===== config.mk =====
export PLATFORM = sky130hd
export DESIGN_NAME = vend_transaction_controller
export DESIGN_NICKNAME = d
export VERILOG_FILES = /design/src/rtl/vend_transaction_controller.sv
export SDC_FILE = /design/constraint.sdc
export NUM_CORES = 1
export LEC_CHECK = 0
export ABC_AREA = 0
export CAP_MARGIN = 20
export CORE_MARGIN = 2
export CORE_UTILIZATION = 25
export DETAILED_ROUTE_END_ITERATION = 8
export MAX_ROUTING_LAYER = met4
export SYNTH_ARGS = -nofsm -noshare
export SYNTH_HDL_FRONTEND = slang
export SYNTH_SLANG_ARGS = --single-unit

===== constraint.sdc =====
create_clock -name clk -period 9 [get_ports clk]
set_input_delay 1.35 -clock clk [delete_from_list [all_inputs] [get_ports clk]]
set_output_delay 1.35 -clock clk [all_outputs]
set_load 0.02 [all_outputs]

===== src/rtl/vend_transaction_controller.sv =====
// vend_transaction_controller
// Sequences one vending transaction. It collects coin credit, checks the
// selected product against its price, runs the dispense handshake, and then
// pays change one CHANGE_UNIT coin at a time through the hopper handshake.
// It also handles buy-more, cancel/refund and inactivity timeout.
//
// Optional feature macro: VEND_STATS_EN adds saturating vend_count and
// refund_count outputs.
//
// Ports:
//   clk, reset                 clock, synchronous active-high reset
//   coin_valid, coin_value     coin strobe and value from the acceptor
//   coin_accept, coin_reject   one-cycle coin result pulses
//   select_valid, product_select  keypad strobe and product code
//   buy_more                   keep residual credit, sampled with vend_ack
//   cancel                     refund request strobe
//   vend_req / vend_ack        dispense handshake (req held until ack)
//   chg_req / chg_ack          change hopper handshake, one unit per ack
//   credit                     current credit
//   insufficient               one-cycle pulse, selection refused
//   busy                       high whenever the FSM is not in IDLE
//   vend_count, refund_count   (VEND_STATS_EN only) saturating statistics
//
// state   | meaning
// --------+-----------------------------------------------------------
// IDLE    | no credit; the first acceptable coin starts a transaction
// COLLECT | accumulating credit; waits for select, cancel or timeout
// VEND    | vend_req held until the dispense mechanism acks
// CHANGE  | paying out credit in CHANGE_UNIT steps; remainder forfeited
module vend_transaction_controller #(
   parameter logic [7:0] PRICE_0     = 8'd25,
   parameter logic [7:0] PRICE_1     = 8'd50,
   parameter logic [7:0] PRICE_2     = 8'd75,
   parameter logic [7:0] CREDIT_MAX  = 8'd200,
   parameter logic [7:0] CHANGE_UNIT = 8'd5,
   parameter int         TIMEOUT_CYC = 1000,
   parameter int         TMR_W       = 10
) (
   input  logic       clk,
   input  logic       reset,
   input  logic       coin_valid,
   input  logic [7:0] coin_value,
   output logic       coin_accept,
   output logic       coin_reject,
   input  logic       select_valid,
   input  logic [1:0] product_select,
   input  logic       buy_more,
   input  logic       cancel,
   output logic       vend_req,
   input  logic       vend_ack,
   output logic       chg_req,
   input  logic       chg_ack,
   output logic [7:0] credit,
   output logic       insufficient,
   output logic       busy
`ifdef VEND_STATS_EN
   ,
   output logic [15:0] vend_count,
   output logic [15:0] refund_count
`endif
);

   typedef enum logic [1:0] {IDLE, COLLECT, VEND, CHANGE} state_t;

   localparam logic [TMR_W-1:0] TMO_LAST = TMR_W'(TIMEOUT_CYC - 1);

   state_t            state, state_nx;
   logic [7:0]        credit_nx;
   logic [TMR_W-1:0]  timer, timer_nx;
   logic              coin_accept_nx, coin_reject_nx, insufficient_nx;
   logic              vend_req_nx, chg_req_nx;
   logic              to_refund;
   logic [8:0]        coin_sum;
   logic [7:0]        price;
   logic              code_ok;

   // Nine-bit sum so an overflowing coin can never alias under CREDIT_MAX.
   assign coin_sum = {1'b0, credit} + {1'b0, coin_value};

   always_comb begin
      price   = PRICE_0;
      code_ok = 1'b1;
      case (product_select)
         2'b00:   price = PRICE_0;
         2'b01:   price = PRICE_1;
         2'b10:   price = PRICE_2;
         default: code_ok = 1'b0;
      endcase
   end

   always_comb begin
      state_nx        = state;
      credit_nx       = credit;
      timer_nx        = timer;
      coin_accept_nx  = 1'b0;
      coin_reject_nx  = 1'b0;
      insufficient_nx = 1'b0;
      vend_req_nx     = vend_req;
      chg_req_nx      = chg_req;
      to_refund       = 1'b0;
      case (state)
         IDLE: begin
            timer_nx    = '0;
            vend_req_nx = 1'b0;
            chg_req_nx  = 1'b0;
            if (coin_valid) begin
               if (coin_value <= CREDIT_MAX) begin
                  credit_nx      = coin_value;
                  coin_accept_nx = 1'b1;
                  state_nx       = COLLECT;
               end else begin
                  coin_reject_nx = 1'b1;
               end
            end
         end
         COLLECT: begin
            // Priority: cancel > select > coin; a losing coin is handed back.
            if (cancel) begin
               coin_reject_nx = coin_valid;
               timer_nx       = '0;
               to_refund      = 1'b1;
               state_nx       = CHANGE;
            end else if (select_valid) begin
               coin_reject_nx = coin_valid;
               timer_nx       = '0;
               if (code_ok && credit >= price) begin
                  credit_nx   = credit - price;
                  vend_req_nx = 1'b1;
                  state_nx    = VEND;
               end else begin
                  insufficient_nx = 1'b1;
               end
            end else if (coin_valid && coin_sum <= {1'b0, CREDIT_MAX}) begin
               credit_nx      = coin_sum[7:0];
               coin_accept_nx = 1'b1;
               timer_nx       = '0;
            end else begin
               // A rejected coin is not activity, so the timer keeps running.
               coin_reject_nx = coin_valid;
               if (timer == TMO_LAST) begin
                  timer_nx  = '0;
                  to_refund = 1'b1;
                  state_nx  = CHANGE;
               end else begin
                  timer_nx = timer + 1'b1;
               end
            end
         end
         VEND: begin
            coin_reject_nx = coin_valid;
            if (vend_ack) begin
               vend_req_nx = 1'b0;
               if (buy_more && credit != 8'd0) begin
                  timer_nx = '0;
                  state_nx = COLLECT;
               end else if (credit != 8'd0) begin
                  state_nx = CHANGE;
               end else begin
                  state_nx = IDLE;
               end
            end
         end
         CHANGE: begin
            coin_reject_nx = coin_valid;
            // After each ack chg_req drops for a cycle before the next coin.
            if (chg_req) begin
               if (chg_ack) begin
                  credit_nx  = credit - CHANGE_UNIT;
                  chg_req_nx = 1'b0;
               end
            end else if (credit >= CHANGE_UNIT) begin
               chg_req_nx = 1'b1;
            end else begin
               credit_nx = 8'd0;
               state_nx  = IDLE;
            end
         end
         default: state_nx = IDLE;
      endcase
   end

   always_ff @(posedge clk) begin
      if (reset) begin
         state        <= IDLE;
         credit       <= 8'd0;
         timer        <= '0;
         coin_accept  <= 1'b0;
         coin_reject  <= 1'b0;
         insufficient <= 1'b0;
         vend_req     <= 1'b0;
         chg_req      <= 1'b0;
         busy         <= 1'b0;
      end else begin
         state        <= state_nx;
         credit       <= credit_nx;
         timer        <= timer_nx;
         coin_accept  <= coin_accept_nx;
         coin_reject  <= coin_reject_nx;
         insufficient <= insufficient_nx;
         vend_req     <= vend_req_nx;
         chg_req      <= chg_req_nx;
         busy         <= (state_nx != IDLE);
      end
   end

`ifdef VEND_STATS_EN
   always_ff @(posedge clk) begin
      if (reset) begin
         vend_count   <= 16'd0;
         refund_count <= 16'd0;
      end else begin
         if (state == VEND && vend_ack && vend_count != 16'hFFFF)
            vend_count <= vend_count + 16'd1;
         if (to_refund && refund_count != 16'hFFFF)
            refund_count <= refund_count + 16'd1;
      end
   end
`endif

endmodule


==> summary.md <==
| Metric | Value |
|---|---|
| Number of global-route vias before repair | `2548` |
| EDFF count, synth | `0` |
| Htree depth | `1` |
| Max_slew headroom | `34.0%` |
| Slew Viols, Final | `0` |
| Total grt overflow | `0` |
| Layout Skew | `0.00693 ns` |
| FFs w/ async S/R, synth | `0%` |
| Max reg flops | `10` |
| Period utilization | `50.6%` |
| Worst VDD drop | `113 uV` |
| Max Clock Freq | `220 MHz` |
| Power Density | `320 mW/mm2` |
| Hold Violations, Final | `0` |
| Hold Buf Count CTS | `0` |
| DPL Wire Length | `5.57 mm` |
| Minimum clock period | `4.55 ns` |
| Core Region | `0.00977 mm2` |
| Via count | `2560` |
| Mapped Area | `0.00252 mm2` |
| FF+latch count, synth | `26` |
| Reg2Reg Depth | `10` |
| Syn Area/Cell | `7.74 um2` |
| DRT iter0 DRCs | `184` |
| Initial Util | `25.8%` |
| Post-Route WL | `7.47 mm` |
| Most frequent cells in the layout | `clkdlybuf4s50_1, nand2_1, nor2_1` |
| Reg2Reg Launch Point | `credit[0]` |
| Cts bufs inserted | `3` |
| Largest net degree at the start of global routing | `24` |
| Largest regs | `timer (10), credit (8), state (2)` |
| RSZ-0062 raised after global routing | `no` |
| Hold Startpoint | `timer[1]` |
| Skew-Pair Late Insertion Delay | `0.29 ns` |
| Post-layout util | `31.1%` |
| Share of layout cells above drive strength 1 | `4.29%` |
| Reg clk slew, reported paths | `0.10 ns` |
| Full die area | `0.0109 mm2` |
| Arr. time, crit path | `4.73 ns` |
| I/O pin cnt | `32` |
| Die W | `104 um` |
| R2R setup slack | `5.77 ns` |
| N_diodes | `0` |
| Synth Instances | `326` |
| First-pass GRT wire length | `12.5 mm` |
| Post-DRT Antenna Nets | `0` |
| Area growth, synth to finish | `20.5%` |
| Reg with most FFs | `timer` |
| Post CTS Setup Buffer Count | `0` |
| Seq/Total Area, Yosys | `20.6%` |
| Root buf cell | `clkbuf_8` |
| Max cap viols | `0` |
| Clk sinks | `26` |
| Worst-Margin Slew | `0.986 ns` |
| Worst hold path depth | `2` |
| CTS tree | `done` |
| Die Span Y | `104 um` |
| Longest Clk Path Bufs | `2` |
| Setup TNS | `0 ns` |
| Critical Path Sink Type | `flip-flop` |
| Routed length per instance | `15.5 um` |
| Drt pass-1 iters | `5` |
| Synth unique cells | `60` |
| CP cell instances | `clkdlybuf4s50_1, inv_1, ha_1, inv_1, ha_1, fa_1, nand2b_1, a2111oi_1, o32a_1, nand3_1, nand4_1, a21o_1, mux2_1` |
| Antenna violations before repair | `0` |
| Via-per-instance ratio | `5.30` |
| Synth warnings | `0` |
| Port buffer count | `31` |
| Worst R2R End | `credit[1]` |
| Crit Path Class | `in -> reg` |
| Syn nets | `373` |
| Gr usage total | `14.2%` |
| PostCTS Resize Cnt | `0` |
| Slowest library cell on the worst path | `a2111oi_1` |
| DRC | `0` |
| Worst stage delay on the critical path | `0.75 ns` |
| CP Max Fanout | `8` |
| Status | `completed` |
| Setup-failing EPs final | `0` |
| Setup crit start kind | `input pin` |
| Hold WC Path Type | `reg -> reg` |
| NumNets Final | `398` |
| Synth Flop Type | `dfxtp_1` |
| P_leak | `1.17 nW` |
| # rows | `36` |
| Worst Hold End | `timer[1]` |
| Gpl congestion | `0.935` |
| WP data required | `9.18 ns` |
| Commonest non-fill, non-tap cell in the layout | `clkdlybuf4s50_1` |
==> cells by family (layout without fill, tap and decap cells) <==
logic type	after synthesis	in the layout	synth area share, %
multiplexers	9	9	3.77
AO/OA/AOI/OAI	95	95	26.0
buffers and inverters	28	52	4.27
XOR/XNOR	14	14	4.86
adder cells (fa/ha/maj)	29	29	15.0
AND/OR/NAND/NOR	125	125	25.4
flip-flops	26	26	20.6
==> where the power goes <==
part	internal (mW)	switching [mW]
Combinational	0.287	0.383
Clock	0.0597	0.0429
Sequential	0.143	0.0573
Total	0.490	0.483
==> per-layer routing <==
layer  vias up  wire length, um  track usage (%)
met4         0              108             4.73
li1       1269                -                -
met1      1206             3500             18.6
met5         -                0                -
met3         6              459             2.01
met2        79             3400             22.4
==> layout make-up <==
class | instances | area [um2]
Fill cell | 1034 | 6740
Tap cell | 133 | 166
Multi-Input combinational cell | 272 | 1900
Inverter | 15 | 56.3
Clock inverter | 1 | 30.0
Timing Repair Buffer | 33 | 325
Sequential cell | 26 | 520
Clock buffer | 3 | 41.3
==> synth_stat cells (4+ instances only) <==
library cell  count  share of area (%)
nand2_1          30                4.5
nor2_1           29                4.3
ha_1             27                 13
dfxtp_1          26                 21
a21oi_1          19                3.8
o21ai_0          17                3.4
inv_1            15                2.2
nand4_1          14                3.5
clkbuf_1         10                1.5
a31oi_1           9                2.2
nand2b_1          9                2.2
nand3_1           7                1.4
nor3_1            7                1.4
xnor2_1           7                2.4
xor2_1            7                2.4
a21o_1            6                1.8
nor2b_1           6                1.5
mux2i_1           5                2.0
a211oi_1          4                1.2
o211ai_1          4                1.2
or3_1             4               0.99
==> how the worst max path moves through the flow <==
stage	start	end	slack, ns	depth (start not counted)
floorplan	product_select[1]	credit[0]	5.15	13
global placement	product_select[1]	credit[2]	4.29	13
finish	product_select[1]	credit[1]	4.45	13
global route	product_select[1]	credit[0]	4.25	13
detailed placement	product_select[1]	credit[1]	4.22	13
CTS	product_select[1]	credit[1]	4.51	13
==> worst max-delay path, delay by kind of cell <==
family	cells	cell delay, ns
buffers and inverters	3	0.67
AO/OA/AOI/OAI	3	1.37
adder cells (fa/ha/maj)	3	0.61
AND/OR/NAND/NOR	3	0.38
multiplexers	1	0.36
==> per-stage QoR <==
stage                     power, mW  hold WS [ns]  setup WS, ns  area (um2)  cells
after floorplan               0.671         0.454          5.15        2520    326
final                         0.973         0.490          4.45        3040    483
after CTS                     0.968         0.492          4.51        3040    483
after detailed placement      0.861         0.476          4.22        2970    479
after global placement        0.861         0.466          4.29        2970    479
after global routing           1.05         0.528          4.25        3040    483
No activity file was read; power rests on OpenSTA's default activity.
